[src/rtl/stochastic_to_binary_converter_pkg.sv]
// Shared definitions for the SBS decoder: FSM state encoding and default sizing.
// The SNG and the benches reuse the same defaults.
package stochastic_to_binary_converter_pkg;

    typedef enum logic {
        ST_IDLE  = 1'b0,
        ST_ACCUM = 1'b1
    } state_t;

    localparam int DEFAULT_N_BITS = 4;
    // One full period of an N_BITS-wide maximal LFSR.
    localparam int DEFAULT_WINDOW = (1 << DEFAULT_N_BITS) - 1;

endpackage

[src/rtl/stochastic_to_binary_converter_window_counter.sv]
// Counts accepted SBS samples and flags the one that closes the window.
// Wraps to zero on that sample so the next window can start on the following edge.
module sbs_window_counter
    import stochastic_to_binary_converter_pkg::*;
#(
    parameter int N_BITS = DEFAULT_N_BITS,
    parameter int WINDOW = DEFAULT_WINDOW
) (
    input  logic clk,
    input  logic rst,
    input  logic clr,
    input  logic en,
    output logic last
);

    localparam logic [N_BITS-1:0] LAST_COUNT = N_BITS'(WINDOW - 1);
    localparam logic [N_BITS-1:0] ONE        = N_BITS'(1);

    logic [N_BITS-1:0] count;

    assign last = en && (count == LAST_COUNT);

    // NOTE: sequential state uses non-blocking assignments so every register samples pre-edge values.
    always_ff @(posedge clk) begin
        if (rst || clr) begin
            count <= '0;
        end else if (en) begin
            count <= last ? '0 : count + ONE;
        end
    end

endmodule

[src/rtl/stochastic_to_binary_converter.sv]
// Recovers a binary value from an SBS stream by counting ones over WINDOW valid samples.
// Supports single-shot and gap-free continuous conversion; all outputs are registered.
module stochastic_to_binary_converter
    import stochastic_to_binary_converter_pkg::*;
#(
    parameter int N_BITS = DEFAULT_N_BITS,
    parameter int WINDOW = DEFAULT_WINDOW
) (
    input  logic              clk,
    input  logic              rst,
    input  logic              start,
    input  logic              cont,
    input  logic              sbs_in,
    input  logic              sbs_valid,
    output logic              busy,
    output logic              done,
    output logic [N_BITS-1:0] result
);

    generate
        if (WINDOW < 1 || WINDOW > (1 << N_BITS) - 1) begin : g_bad_window
            $error("WINDOW must be in 1 .. 2**N_BITS-1");
        end
    endgenerate

    state_t            state;
    state_t            next_state;
    logic [N_BITS-1:0] acc;
    logic              sample_en;
    logic              begin_conv;
    logic              last;
    logic              window_end;

    assign sample_en  = (state == ST_ACCUM) && sbs_valid;
    assign begin_conv = (state == ST_IDLE) && start;
    assign window_end = sample_en && last;
    assign busy       = (state == ST_ACCUM);

    sbs_window_counter #(
        .N_BITS (N_BITS),
        .WINDOW (WINDOW)
    ) u_window_counter (
        .clk  (clk),
        .rst  (rst),
        .clr  (begin_conv),
        .en   (sample_en),
        .last (last)
    );

    always_ff @(posedge clk) begin
        if (rst) begin
            state <= ST_IDLE;
        end else begin
            state <= next_state;
        end
    end

    // NOTE: next_state gets its default before the case, so no path can infer a latch.
    always_comb begin
        next_state = state;
        case (state)
            ST_IDLE:  if (start) next_state = ST_ACCUM;
            ST_ACCUM: if (window_end && !cont) next_state = ST_IDLE;
            default:  next_state = ST_IDLE;
        endcase
    end

    // The closing sample is folded straight into result; acc restarts for the next window.
    always_ff @(posedge clk) begin
        if (rst) begin
            acc    <= '0;
            result <= '0;
            done   <= 1'b0;
        end else begin
            done <= window_end;
            if (begin_conv || window_end) begin
                acc <= '0;
            end else if (sample_en) begin
                acc <= acc + N_BITS'(sbs_in);
            end
            if (window_end) begin
                result <= acc + N_BITS'(sbs_in);
            end
        end
    end

endmodule

[config.mk]
export PLATFORM = sky130hd
export DESIGN_NAME = stochastic_to_binary_converter
export DESIGN_NICKNAME = d
export VERILOG_FILES = /design/src/rtl/stochastic_to_binary_converter_pkg.sv /design/src/rtl/stochastic_to_binary_converter_window_counter.sv /design/src/rtl/stochastic_to_binary_converter.sv
export SDC_FILE = /design/constraint.sdc
export NUM_CORES = 1
export LEC_CHECK = 0
export CAP_MARGIN = 15
export CORE_AREA = 5 5 43 48
export DETAILED_ROUTE_END_ITERATION = 7
export DIE_AREA = 0 0 48 53
export GPL_TIMING_DRIVEN = 1
export PLACE_DENSITY_LB_ADDON = 0.08
export SLEW_MARGIN = 20
export SYNTH_ARGS = -nofsm -noshare
export SYNTH_HDL_FRONTEND = slang
export SYNTH_SLANG_ARGS = --single-unit
[constraint.sdc]
create_clock -name clk -period 1.6 [get_ports clk]
set_input_delay 0.32 -clock clk [delete_from_list [all_inputs] [get_ports clk]]
set_output_delay 0.32 -clock clk [all_outputs]
set_load 0.005 [all_outputs]
Yosys cells after proc, flatten, opt, wreduce, memory -nomap -nowiden. Index checks and enable logic that the tools add are counted.

Bits in registers: 14. Output and inout bits: 6. Logic and storage cells: 22.

Add/sub/neg operators: 2. Equality and inequality tests: 1. Muxes and demuxes: 4. Bitwise logic cells: 1. Reduce and logical (&&, ||, !) cells: 9.

Operators with widths (number): $logic_and A1 B1 Y1 (5); $add A4 B1 Y4 (1); $add A4 B1 Y4 const B (1); $eq A4 B4 Y1 const B (1); $mux W4 (1); $logic_or A1 B1 Y1 (2); $mux W1 (2); $pmux W1 S2 (1); $reduce_or A2 Y1 (1); $logic_not A1 Y1 (1); $not A1 Y1 (1).

Longest topological paths before layout. Gate-level depths: netlist (run 1).

Depth in word-level cells: 6. Depth in mapped cells: 5. Depth with buffers taken out: 5.

Hierarchy. A second synthesis (run 1) with hierarchy kept.

Cells, all modules: 69. Area, all modules: 645.6 µm².

By module, submodules not included: stochastic_to_binary_converter (instances 1, cells each 47, area each 431.7 µm², seq. area each 200.2 µm²); sbs_window_counter (instances 1, cells each 22, area each 214.0 µm², seq. area each 80.1 µm²).

Worst setup path after synthesis (run 1). Ideal clock, no wire load.

Path type: register -> register. Start point: register u_window_counter.count[0]. End point: register u_window_counter.count[3]. Library setup time: 99 ps. Arrival time: 1343 ps. Path slack: 158 ps. Stages on the path, launching flop included: 6. Buffers on the path: 0. Clock period less this slack: 1442 ps. Cell sequence: dfxtp_1 -> inv_1 -> ha_1 -> and2_1 -> a21o_4 -> a2111oi_4.

Longest elaborated chain between the ends: 3. Elaborated cells on any way between the ends: 4. Those cells by class: add/sub (1); eq/ne (1); mux (1); reduce/logical (1).

RTL lines: start, declared (line stochastic_to_binary_converter_window_counter.sv:19) `logic [N_BITS-1:0] count;`; start signal, assigned (line stochastic_to_binary_converter_window_counter.sv:28) `count <= last ? '0 : count + ONE;`; parallel branches: the longest is 2 deep, another holds $add A4 B1 Y4; $mux W4 * (line stochastic_to_binary_converter_window_counter.sv:28).

Mark *: on every way between the ends. A chain may end at the register's enable or synchronous reset.

Worst setup path in the final report (run 1).
Start point: register state (netlist: busy). End point: output busy.

RTL lines: start, declared (line stochastic_to_binary_converter.sv:26) `state_t state;`; start signal, assigned (line stochastic_to_binary_converter.sv:54) `state <= next_state;`; end, declared (line stochastic_to_binary_converter.sv:15) `output logic busy,`.

No word-level cell between the ends.

==> results of run 1 <==
cells by family after synthesis:
group,Yosys count
compound gates,23
buf+inv,8
fa+ha+maj,4
mux,1
flops,14
simple gates,25
xor+xnor,2
flip-flops by register name (all words and copies together), names as in the netlist:
| signal | cells |
|---|---|
| acc | 4 |
| result | 4 |
| u_window_counter.count | 4 |
| busy | 1 |
| done | 1 |
placed cells by master, fill, tap and decap left out, types with 2 or more instances in the layout:
| cell type | synthesis | final |
|---|---|---|
| dfxtp_1 | 14 | 12 |
| clkdlybuf4s50_1 | 0 | 11 |
| buf_4 | 0 | 7 |
| nor2_1 | 6 | 6 |
| nand2_1 | 5 | 5 |
| a21oi_1 | 5 | 5 |
| o21ai_0 | 5 | 5 |
| inv_1 | 4 | 4 |
| nand3_1 | 4 | 4 |
| a311oi_1 | 4 | 4 |
| ha_1 | 4 | 4 |
| clkbuf_4 | 0 | 3 |
| nor3_1 | 2 | 2 |
| a211oi_1 | 2 | 2 |
| a31oi_1 | 2 | 2 |
| a22oi_1 | 2 | 2 |
| dfxtp_2 | 0 | 2 |
routing by layer:
| layer | wire length, µm | GRT usage | vias up |
|---|---|---|---|
| met5 | 0 | 0 | - |
| met4 | 40 | 0.0807 | 0 |
| met3 | 70 | 0.0408 | 5 |
| met2 | 663 | 0.216 | 11 |
| met1 | 706 | 0.180 | 280 |
| li1 | - | - | 317 |
how the worst max path moves through the flow:
stage / startpoint / endpoint / slack (ns) / cells past startpoint
floorplan: u_window_counter.count[0]$_SDFFE_PP0P_ / u_window_counter.count[3]$_SDFFE_PP0P_ / 0.16 / 5
global placement: sbs_in / acc[1]$_SDFFE_PP0P_ / -0.02 / 5
detailed placement: sbs_in / acc[1]$_SDFFE_PP0P_ / -0.05 / 5
CTS: busy$_SDFF_PP0_ / busy / 0.06 / 1
global route: busy$_SDFF_PP0_ / busy / 0.02 / 1
finish: busy$_SDFF_PP0_ / busy / 0.06 / 1
worst reg2reg max path: cells and delay by family, from the launching register on:
| family | cells | cell delay, ns |
|---|---|---|
| fa+ha+maj | 1 | 0.20 |
| flops | 1 | 0.37 |
| buf+inv | 1 | 0.07 |
| simple gates | 1 | 0.18 |
| compound gates | 2 | 0.56 |
power by group through the flow:
stage          logic (µW)  clock network [µW]  registers [µW]
2_1_floorplan        40.1                   0             365
3_3_place_gp         71.5                   0             368
3_5_place_dp         72.1                   0             368
4_1_cts              72.9                 269             361
5_1_grt              78.9                 291             362
6_report             72.1                 261             361
stage by stage:
step | hold slack, ns | utilization | total power [µW]
after floorplan | 0.416 | - | 405
after global placement | 0.462 | 0.562 | 439
after detailed placement | 0.476 | 0.562 | 440
after CTS | 0.489 | 0.586 | 703
after global routing | 0.522 | 0.587 | 732
final | 0.480 | 0.587 | 694
what timing repair did:
| action | in CTS | in global routing |
|---|---|---|
| pin swaps | 0 | 0 |
| hold buffers | 0 | 0 |
| endpoints found under the setup margin | 1 | 1 |
| gates resized for setup | 1 | 1 |
final cells by class:
class,instances,area [µm²],area share
Timing Repair Buffer,18,163,0.180
Sequential cell,14,283,0.313
Tap cell,17,21.3,0.0235
Clock buffer,4,36.3,0.0402
Inverter,4,15.0,0.0166
Multi-Input combinational cell,55,385,0.427
==> metrics, run 1 <==
status complete, no violations; CTS buffer count 3; final cell count without fillers 112; Synth Area in Simple Gates 0.183; Fmax 651 MHz; first-pass GRT wire length 2.42 mm; sequential area share after synthesis 0.398; final instance area 903 µm²; Data arrival, critical path between 1 and 1.5 ns; Place WS -0.0478 ns; Initial Util 0.458; CP Launch Type register; Final WS setup 0.0633 ns; # nets final 106; clk sinks 14; Power Density 768 nW/µm²; Final Max Slew Viols 0; RSZ-0062 raised after global routing no; Max VDD drop 425 µV; DRT Pass-1 Iters 4; Clock Tree Root clkbuf_4; Period Utilization, post-route 0.960; ys async rst share 0; Hold Path Class reg -> reg; Critical R2R Launch u_window_counter.count[0]$_SDFFE_PP0P_; Yosys reg bits 14; Iteration-0 DRC Markers 7; Reg2Reg Depth 5; number of setup buffers added after CTS 0; clock latency on the worst-skew pair ~0.28 ns; Residual DRC 0; switch share 0.236; internal power 530 µW; pin count of the biggest net entering global routing 9; top post-synthesis cells by count dfxtp_1 (14), nor2_1 (6), a21oi_1 (5), nand2_1 (5), o21ai_0 (5); post-placement cell count 108; sequential share of power 0.520; Antenna Cells 0; max_cap viols 0; share of the synthesized area in the top cell type 0.398; CTS Buffer Depth 2; Synth Area in Adders 0.0710; die width 48 µm; hold_sp result[1]$_SDFFE_PP0P_; Synth cell types 31; Overflow after GRT 0; Synth area leaders dfxtp_1 (40%), ha_1 (7.1%), a311oi_1 (5.0%), a2111oi_4 (3.9%), a21oi_1 (3.6%); via count 613; Clock Skew ~0.0022 ns; Cells after Synth 77; antenna viol nets, final 0; H-Tree Depth 1; Logic pwr share 0.104; Chip Height 53 µm; CP Cell Sequence clkdlybuf4s50_1; reg-to-reg endpoint u_window_counter.count[3]$_SDFFE_PP0P_; Buffers on Ports 11; Total Routing Usage GR 0.144; wirelength, routed 1.48 mm; IO Pins 12; Critical Path End Type output pin; CP Max Fanout 8; main combinational cell family by area after synthesis compound AO/OA/AOI/OAI gates; Top delay family on crit path buffers and inverters; initial antenna violation count 0; die area 2540 µm²; Placed Area roughly 860 µm²; Core Region 1540 µm²; Hold Violations, Final 0; WHS Endpoint result[1]$_SDFFE_PP0P_; Clock Power Share 0.376; DR WL/cell 13.2 µm; GP Congestion around 0.76; mux share of post-synthesis cell area 0.0142; Vias/cell 5.47; Worst EP required 1.28 ns; Synth-to-Final Area Change 28.2%; number of synthesized flops with an enable pin 0; num rows 15; Hold Crit Depth 2; Yosys top cell by area dfxtp_1; top-count cell post-synth dfxtp_1; Worst Path Buf+Inv 1; setup TNS 0 ns; biggest cell delay along the critical path 0.52 ns; Final Critical Period 1.54 ns; critical path class reg -> out; layout cell share with drive strength beyond 1 0.200; post-synthesis xor/xnor area fraction 0.0249; CTS tree done; # setup viols final 0; leakage 0.000337 µW; Fillers about 150; Worst path slowest cell clkdlybuf4s50_1; measured slew at the worst slew-check pin ~0.30 ns; r2r setup slk 0.14 ns; Post-Syn Nets 87; cell area after synthesis 704 µm²; Final HPWL DP 1.16 mm; syn_area_per_cell 9.15 µm²; NetSw about 160 µW; top_reg_cell synth dfxtp_1; post-synthesis compound-gate area fraction 0.254; vias in the first global route 534; Synth warnings 0; CTS clk-pin slew, worst paths 0.09 ns; Slew HR 0.793
Note: power is estimated with default switching activity, not from simulation.
==> run 2: changes to the inputs <==
--- a/config.mk
+++ b/config.mk
@@ -11,6 +11,7 @@
 export DIE_AREA = 0 0 48 53
 export GPL_TIMING_DRIVEN = 1
 export PLACE_DENSITY_LB_ADDON = 0.08
+export REMOVE_ABC_BUFFERS = 1
 export SLEW_MARGIN = 20
 export SYNTH_ARGS = -nofsm -noshare
 export SYNTH_HDL_FRONTEND = slang
==> run 2 against run 1 <==
  * Clock power about the same
  * Cell count increased by 1.8%
  * Critical path depth unchanged
  * Non-clock buffer count increased by 2
  * Clock skew increased by 0.0091 ns
  * First-iteration DRC count increased by 71%
  * Sequential power about the same
  * Maximum frequency increased by 0.18%
  * Utilization increased by 0.89 points
  * Register-to-register slack improved by 0.04 ns
  * Worst hold slack improved by 0.00061 ns
  * Critical endpoint unchanged
  * Highest routed layer unchanged
==> metrics, run 2 (synthesized netlist as in run 1, its figures left out) <==
status complete, no violations; Critical R2R Launch u_window_counter.count[0]$_SDFFE_PP0P_; antenna viol nets, final 0 (unchanged); via count 612 (-0.16%); Slew HR 0.807 (+0.0134); CTS buffer count 3 (unchanged); RSZ-0062 raised after global routing no; max_cap viols 0 (unchanged); Logic pwr share 0.111 (+0.007); Max VDD drop 381 µV (-10%); most frequent cells in the layout dfxtp_1 (13), clkdlybuf4s50_1 (11), buf_4 (9), nor2_1 (6); Worst EP required 1.28 ns (about the same); Residual DRC 0 (unchanged); first-pass GRT wire length 2.45 mm (+1.4%); Fmax 652 MHz (+0.18%); Power Density 758 nW/µm² (-1.3%); clk sinks 14 (unchanged); met2 usage 0.205 (-0.0110); CP Max Fanout 8 (unchanged); Overflow after GRT 0 (unchanged); Vias/cell 5.37 (-1.9%); clock latency on the worst-skew pair 0.28 ns (about the same); # setup viols final 0 (unchanged); Hold Crit Depth 2 (unchanged); Data arrival, critical path 1.21 ns (about the same); Core Util, Final 0.596 (+0.00894); Total Routing Usage GR 0.138 (-0.00660); Buffers on Ports 11 (unchanged); measured slew at the worst slew-check pin 0.282 ns (-0.0196 ns); H-Tree Depth 1 (unchanged); initial antenna violation count 0 (unchanged); WHS Endpoint result[1]$_SDFFE_PP0P_; IO Pins 12 (unchanged); Hold Path Class reg -> reg; CP Launch Type register; DR WL/cell 13.2 µm (+0.10%); NetSw 163 µW (-0.87%); Final Critical Period 1.53 ns (-0.00276 ns); Clock Skew 0.0112 ns (+0.00905 ns); Initial Util 0.458 (unchanged); # nets final 108 (+1.9%); die width 48 µm (unchanged); Top delay family on crit path buffers and inverters; vias in the first global route 557 (+4.3%); Iteration-0 DRC Markers 12 (+5); Clock Power Share 0.373 (-0.003); wirelength, routed 1.51 mm (+1.9%); routing usage on met1 0.189 (+0.00857); Reg2Reg Depth 5 (unchanged); Chip Height 53 µm (unchanged); GP Congestion 0.783 (+3.4%); Hold Violations, Final 0 (unchanged); Worst path slowest cell clkdlybuf4s50_1; met3 usage 0.0306 (-0.0102); biggest cell delay along the critical path 0.52 ns (about the same); Final Total Pwr 696 µW (+0.21%); Period Utilization, post-route 0.959 (-0.00172); reg-to-reg endpoint u_window_counter.count[3]$_SDFFE_PP0P_; Core Region 1540 µm² (unchanged); sequential share of power 0.516 (-0.004); hold_sp result[1]$_SDFFE_PP0P_; CTS tree done; GRT busiest layer met2; DRT Pass-1 Iters 4 (unchanged); internal power 533 µW (+0.55%); layout cell share with drive strength beyond 1 0.206 (+0.00619); critical path class reg -> out; Final Max Slew Viols 0 (unchanged); Final HPWL DP 1.19 mm (+2.7%); commonest non-fill, non-tap cell in the layout dfxtp_1; Antenna Cells 0 (unchanged); Synth-to-Final Area Change 30.2%; die area 2540 µm² (unchanged); Critical Path End Type output pin; num rows 15 (unchanged); CTS clk-pin slew, worst paths 0.10 ns (about the same); switch share 0.234 (-0.00254); leakage 0.000347 µW (+2.9%); Clock Tree Root clkbuf_4; r2r setup slk 0.18 ns (+0.04 ns); pin count of the biggest net entering global routing 9 (unchanged); Top Registers acc: 4 flops, result: 4 flops, u_window_counter.count: 4 flops; Worst Path Buf+Inv 1 (unchanged); CTS Buffer Depth 2 (unchanged); CP Cell Sequence clkdlybuf4s50_1
-- run 2: cell count changes in the layout (fill, tap and decap cells not counted), sizes merged --
cell | previous run | this run
buf | 7 | 9
-- run 2: through the flow --
step	hold WS, ns	worst slack [ns]	instance area, µm²	TNS (ns)	cells
floorplan	0.389	0.158	681	0	73
global placement	0.467	-0.0551	880	-0.109	110
detailed placement	0.476	-0.0615	880	-0.166	110
CTS	0.489	0.0688	917	0	114
global route	0.521	0.0392	917	0	114
finish	0.480	0.0661	917	0	114
-- run 2: worst max-delay path by stage --
stage / startpoint / endpoint / slack [ns] / depth (start not counted)
global placement: sbs_in / acc[2]$_SDFFE_PP0P_ / -0.06 / 6
global route: busy$_SDFF_PP0_ / busy / 0.04 / 1
CTS: busy$_SDFF_PP0_ / busy / 0.07 / 1
finish: busy$_SDFF_PP0_ / busy / 0.07 / 1
detailed placement: sbs_in / acc[2]$_SDFFE_PP0P_ / -0.06 / 6
floorplan: u_window_counter.count[0]$_SDFFE_PP0P_ / u_window_counter.count[3]$_SDFFE_PP0P_ / 0.16 / 5
-- run 2: worst register-to-register path, cell delays in order, from the launching register on --
cell       delay (ns)
dfxtp_1          0.34
inv_1            0.05
ha_1             0.21
and2_1           0.18
a21o_4           0.25
a2111oi_4        0.30
-- run 2: power by group through the flow --
stage	Sequential (µW)	Combinational, µW	Clock (µW)
after global routing	360	84.7	289
after global placement	366	76.6	0
final	359	77.3	259
after detailed placement	367	77.3	0
after CTS	359	77.8	267
after floorplan	368	29.2	0
-- run 2: timing repair --
item | in CTS | in global routing
gates resized for setup | 1 | 0
hold buffers | 0 | 0
setup buffers | 0 | 0
endpoints found under the setup margin | 1 | 0
-- run 2: layout make-up --
cell class | instances | area [µm²]
Inverter | 4 | 15.0
Timing Repair Buffer | 20 | 178
Sequential cell | 14 | 282
Multi-Input combinational cell | 55 | 385
Tap cell | 17 | 21.3
Clock buffer | 4 | 36.3
Fill cell | 142 | 622
-- run 2: per-layer routing --
layer | wire length [µm] | up-vias | part of all wire
li1 | - | 322 | -
met1 | 720 | 276 | 0.48
met2 | 711 | 12 | 0.47
met3 | 67 | 2 | 0.044
met4 | 9 | 0 | 0.0060
met5 | 0 | - | 0
==> run 3: changes to the inputs <==
--- a/config.mk
+++ b/config.mk
@@ -6,9 +6,9 @@
 export NUM_CORES = 1
 export LEC_CHECK = 0
 export CAP_MARGIN = 15
-export CORE_AREA = 5 5 43 48
+export CORE_AREA = 5 5 44 50
 export DETAILED_ROUTE_END_ITERATION = 7
-export DIE_AREA = 0 0 48 53
+export DIE_AREA = 0 0 49 55
 export GPL_TIMING_DRIVEN = 1
 export PLACE_DENSITY_LB_ADDON = 0.08
 export REMOVE_ABC_BUFFERS = 1
==> constraint.sdc (replaced) <==
create_clock -name clk -period 1.3 [get_ports clk]
set_input_delay 0.26 -clock clk [delete_from_list [all_inputs] [get_ports clk]]
set_output_delay 0.26 -clock clk [all_outputs]
set_load 0.005 [all_outputs]
==> run 3 against run 2 <==
  * Total power rose by 30%
  * Worst hold slack got worse by 0.0026 ns
  * Setup slack got worse by 0.021 ns
  * Count of clock-buffer cells in the layout did not move
  * Register-to-register slack got worse by 0.13 ns
  * First-iteration DRC count fell by 75%
  * Sequential share of layout area fell by 3.8 points
  * Wire length rose by 13%
  * Global-route usage rose by 0.68 points
==> metrics, run 3 (synthesized netlist as in run 1, its figures left out) <==
Overflow after GRT 0 (unchanged); CP Max Fanout 3 (-5); die area 2700 µm² (+5.9%); DR WL/cell 14.0 µm (+5.9%); Fillers 153 (+7.7%); Synth-to-Final Area Change 51.3%; CP Launch Type input port; leakage 0.000416 µW (+20%); Max VDD drop 498 µV (+31%); Critical Path End Type register; antenna viol nets, final 0 (unchanged); CTS tree done; layout cell share with drive strength beyond 1 0.442 (+0.236); Hold Path Class reg -> reg; CTS Buffer Depth 2 (unchanged); GP Congestion 0.816 (+4.2%); clk sinks 14 (unchanged); hold_sp result[1]$_SDFFE_PP0P_; Worst Setup SP sbs_in; clock latency on the worst-skew pair 0.29 ns (about the same); Period Utilization, post-route 0.966; Core Region 1680 µm² (+9.3%); max_cap viols 0 (unchanged); RSZ-0062 raised after global routing yes; Reg2Reg Depth 5 (unchanged); hold_ws 0.478 ns (-0.00260 ns); Power Density 850 nW/µm² (+12%); first-pass GRT wire length 2.94 mm (+20%); Place WS -0.305 ns (-0.243 ns); num rows 16 (+1); Antenna Cells 0 (unchanged); Vias/cell 5.39 (+0.47%); Top Registers acc: 4 flops, result: 4 flops, u_window_counter.count: 4 flops; die width 49 µm (+2.1%); Worst EP required 1.50 ns (+0.22 ns); Chip Height 55 µm (+3.8%); Buffers on Ports 11 (unchanged); CTS buffer count 3 (unchanged); DRT Pass-1 Iters 3 (-1); # nets final 115 (+6.5%); status complete, no violations; commonest non-fill, non-tap cell in the layout buf_4; Clock Tree Root clkbuf_4; r2r setup slk 0.05 ns (-0.13 ns); Total Routing Usage GR 0.145 (+0.00680); reg-to-reg endpoint acc[3]$_SDFFE_PP0P_; Iteration-0 DRC Markers 3 (-9); most frequent cells in the layout buf_4 (14), dfxtp_1 (9), dlygate4sd2_1 (6); CTS clk-pin slew, worst paths 0.08 ns (-0.02 ns); Final HPWL DP 1.24 mm (+4.4%); measured slew at the worst slew-check pin 0.302 ns (+0.0204 ns); Final Max Slew Viols 0 (unchanged); Residual DRC 0 (unchanged); Hold Crit Depth 2 (unchanged); vias in the first global route 668 (+20%); # setup viols final 0 (unchanged); Data arrival, critical path 1.45 ns (+0.24 ns); WHS Endpoint result[1]$_SDFFE_PP0P_; Hold Violations, Final 0 (unchanged); wirelength, routed 1.71 mm (+13%); via count 658 (+7.5%); Final Critical Period about 1.3 ns; Critical R2R Launch u_window_counter.count[0]$_SDFFE_PP0P_; IO Pins 12 (unchanged); Slew HR 0.798 (-0.00915); Fmax 797 MHz; pin count of the biggest net entering global routing 13 (+4); setup TNS 0 ns (unchanged); H-Tree Depth 1 (unchanged); initial antenna violation count 0 (unchanged); critical path class in -> reg; Initial Util 0.419 (-0.0388); Clock Skew 0.0107 ns (-0.000545 ns); Final WS setup 0.0448 ns (-0.0212 ns)
run 3: changes by cell type in the layout (fill, tap and decap cells not counted), sizes merged:
cell           before  now
buf                 9   16
clkdlybuf4s50      11    5
dlygate4sd2         0    6
run 3: report_power, final:
group          total, µW  switching [µW]  internal, µW  leakage (µW)
Combinational        144            67.0          77.1      0.000280
Sequential           439            3.72           435      0.000115
Clock                323             153           171     0.0000210
run 3: how the worst max path moves through the flow:
stage	endpoint	slack, ns	cells past startpoint
after floorplan	u_window_counter.count[3]$_SDFFE_PP0P_	-0.14	5
after global placement	acc[2]$_SDFFE_PP0P_	-0.28	6
after detailed placement	acc[2]$_SDFFE_PP0P_	-0.30	6
after CTS	u_window_counter.count[0]$_SDFFE_PP0P_	0.01	6
after global routing	acc[3]$_SDFFE_PP0P_	-0.003	5
final	acc[2]$_SDFFE_PP0P_	0.04	5
run 3: cell type report:
cell class                      instances  area (µm²)  share of cell area
Clock buffer                            4        36.3              0.0340
Sequential cell                        14         287               0.269
Tap cell                               18        22.5              0.0211
Multi-Input combinational cell         55         472               0.442
Inverter                                4        15.0              0.0141
Timing Repair Buffer                   27         234               0.219
run 3: repair_timing:
action,in CTS,in global routing
pin swaps,4,2
gates cloned,0,0
setup endpoints to repair,13,10
buffers inserted,1,1
hold buffers,0,0
gates resized for setup,21,16
run 3: metrics by stage:
step	std cells	instance area [µm²]	utilization	power (µW)
after floorplan	73	681	-	489
final	122	1070	0.634	907
after detailed placement	116	918	0.546	554
after global routing	122	1070	0.634	951
after global placement	116	918	0.546	554
after CTS	121	992	0.590	883
run 3: metal layers:
layer | global-route usage | share of wire | wire [µm]
met2 | 0.267 | 0.53 | 902
met1 | 0.159 | 0.41 | 709
met3 | 0.0268 | 0.036 | 62
met4 | 0.0807 | 0.021 | 36
met5 | 0 | 0 | 0
run 3: critical path, stage by stage:
cell and delay (ns):
clkdlybuf4s50_1 0.46, ha_2 0.20, ha_2 0.21, a21oi_1 0.08, a311oi_2 0.23
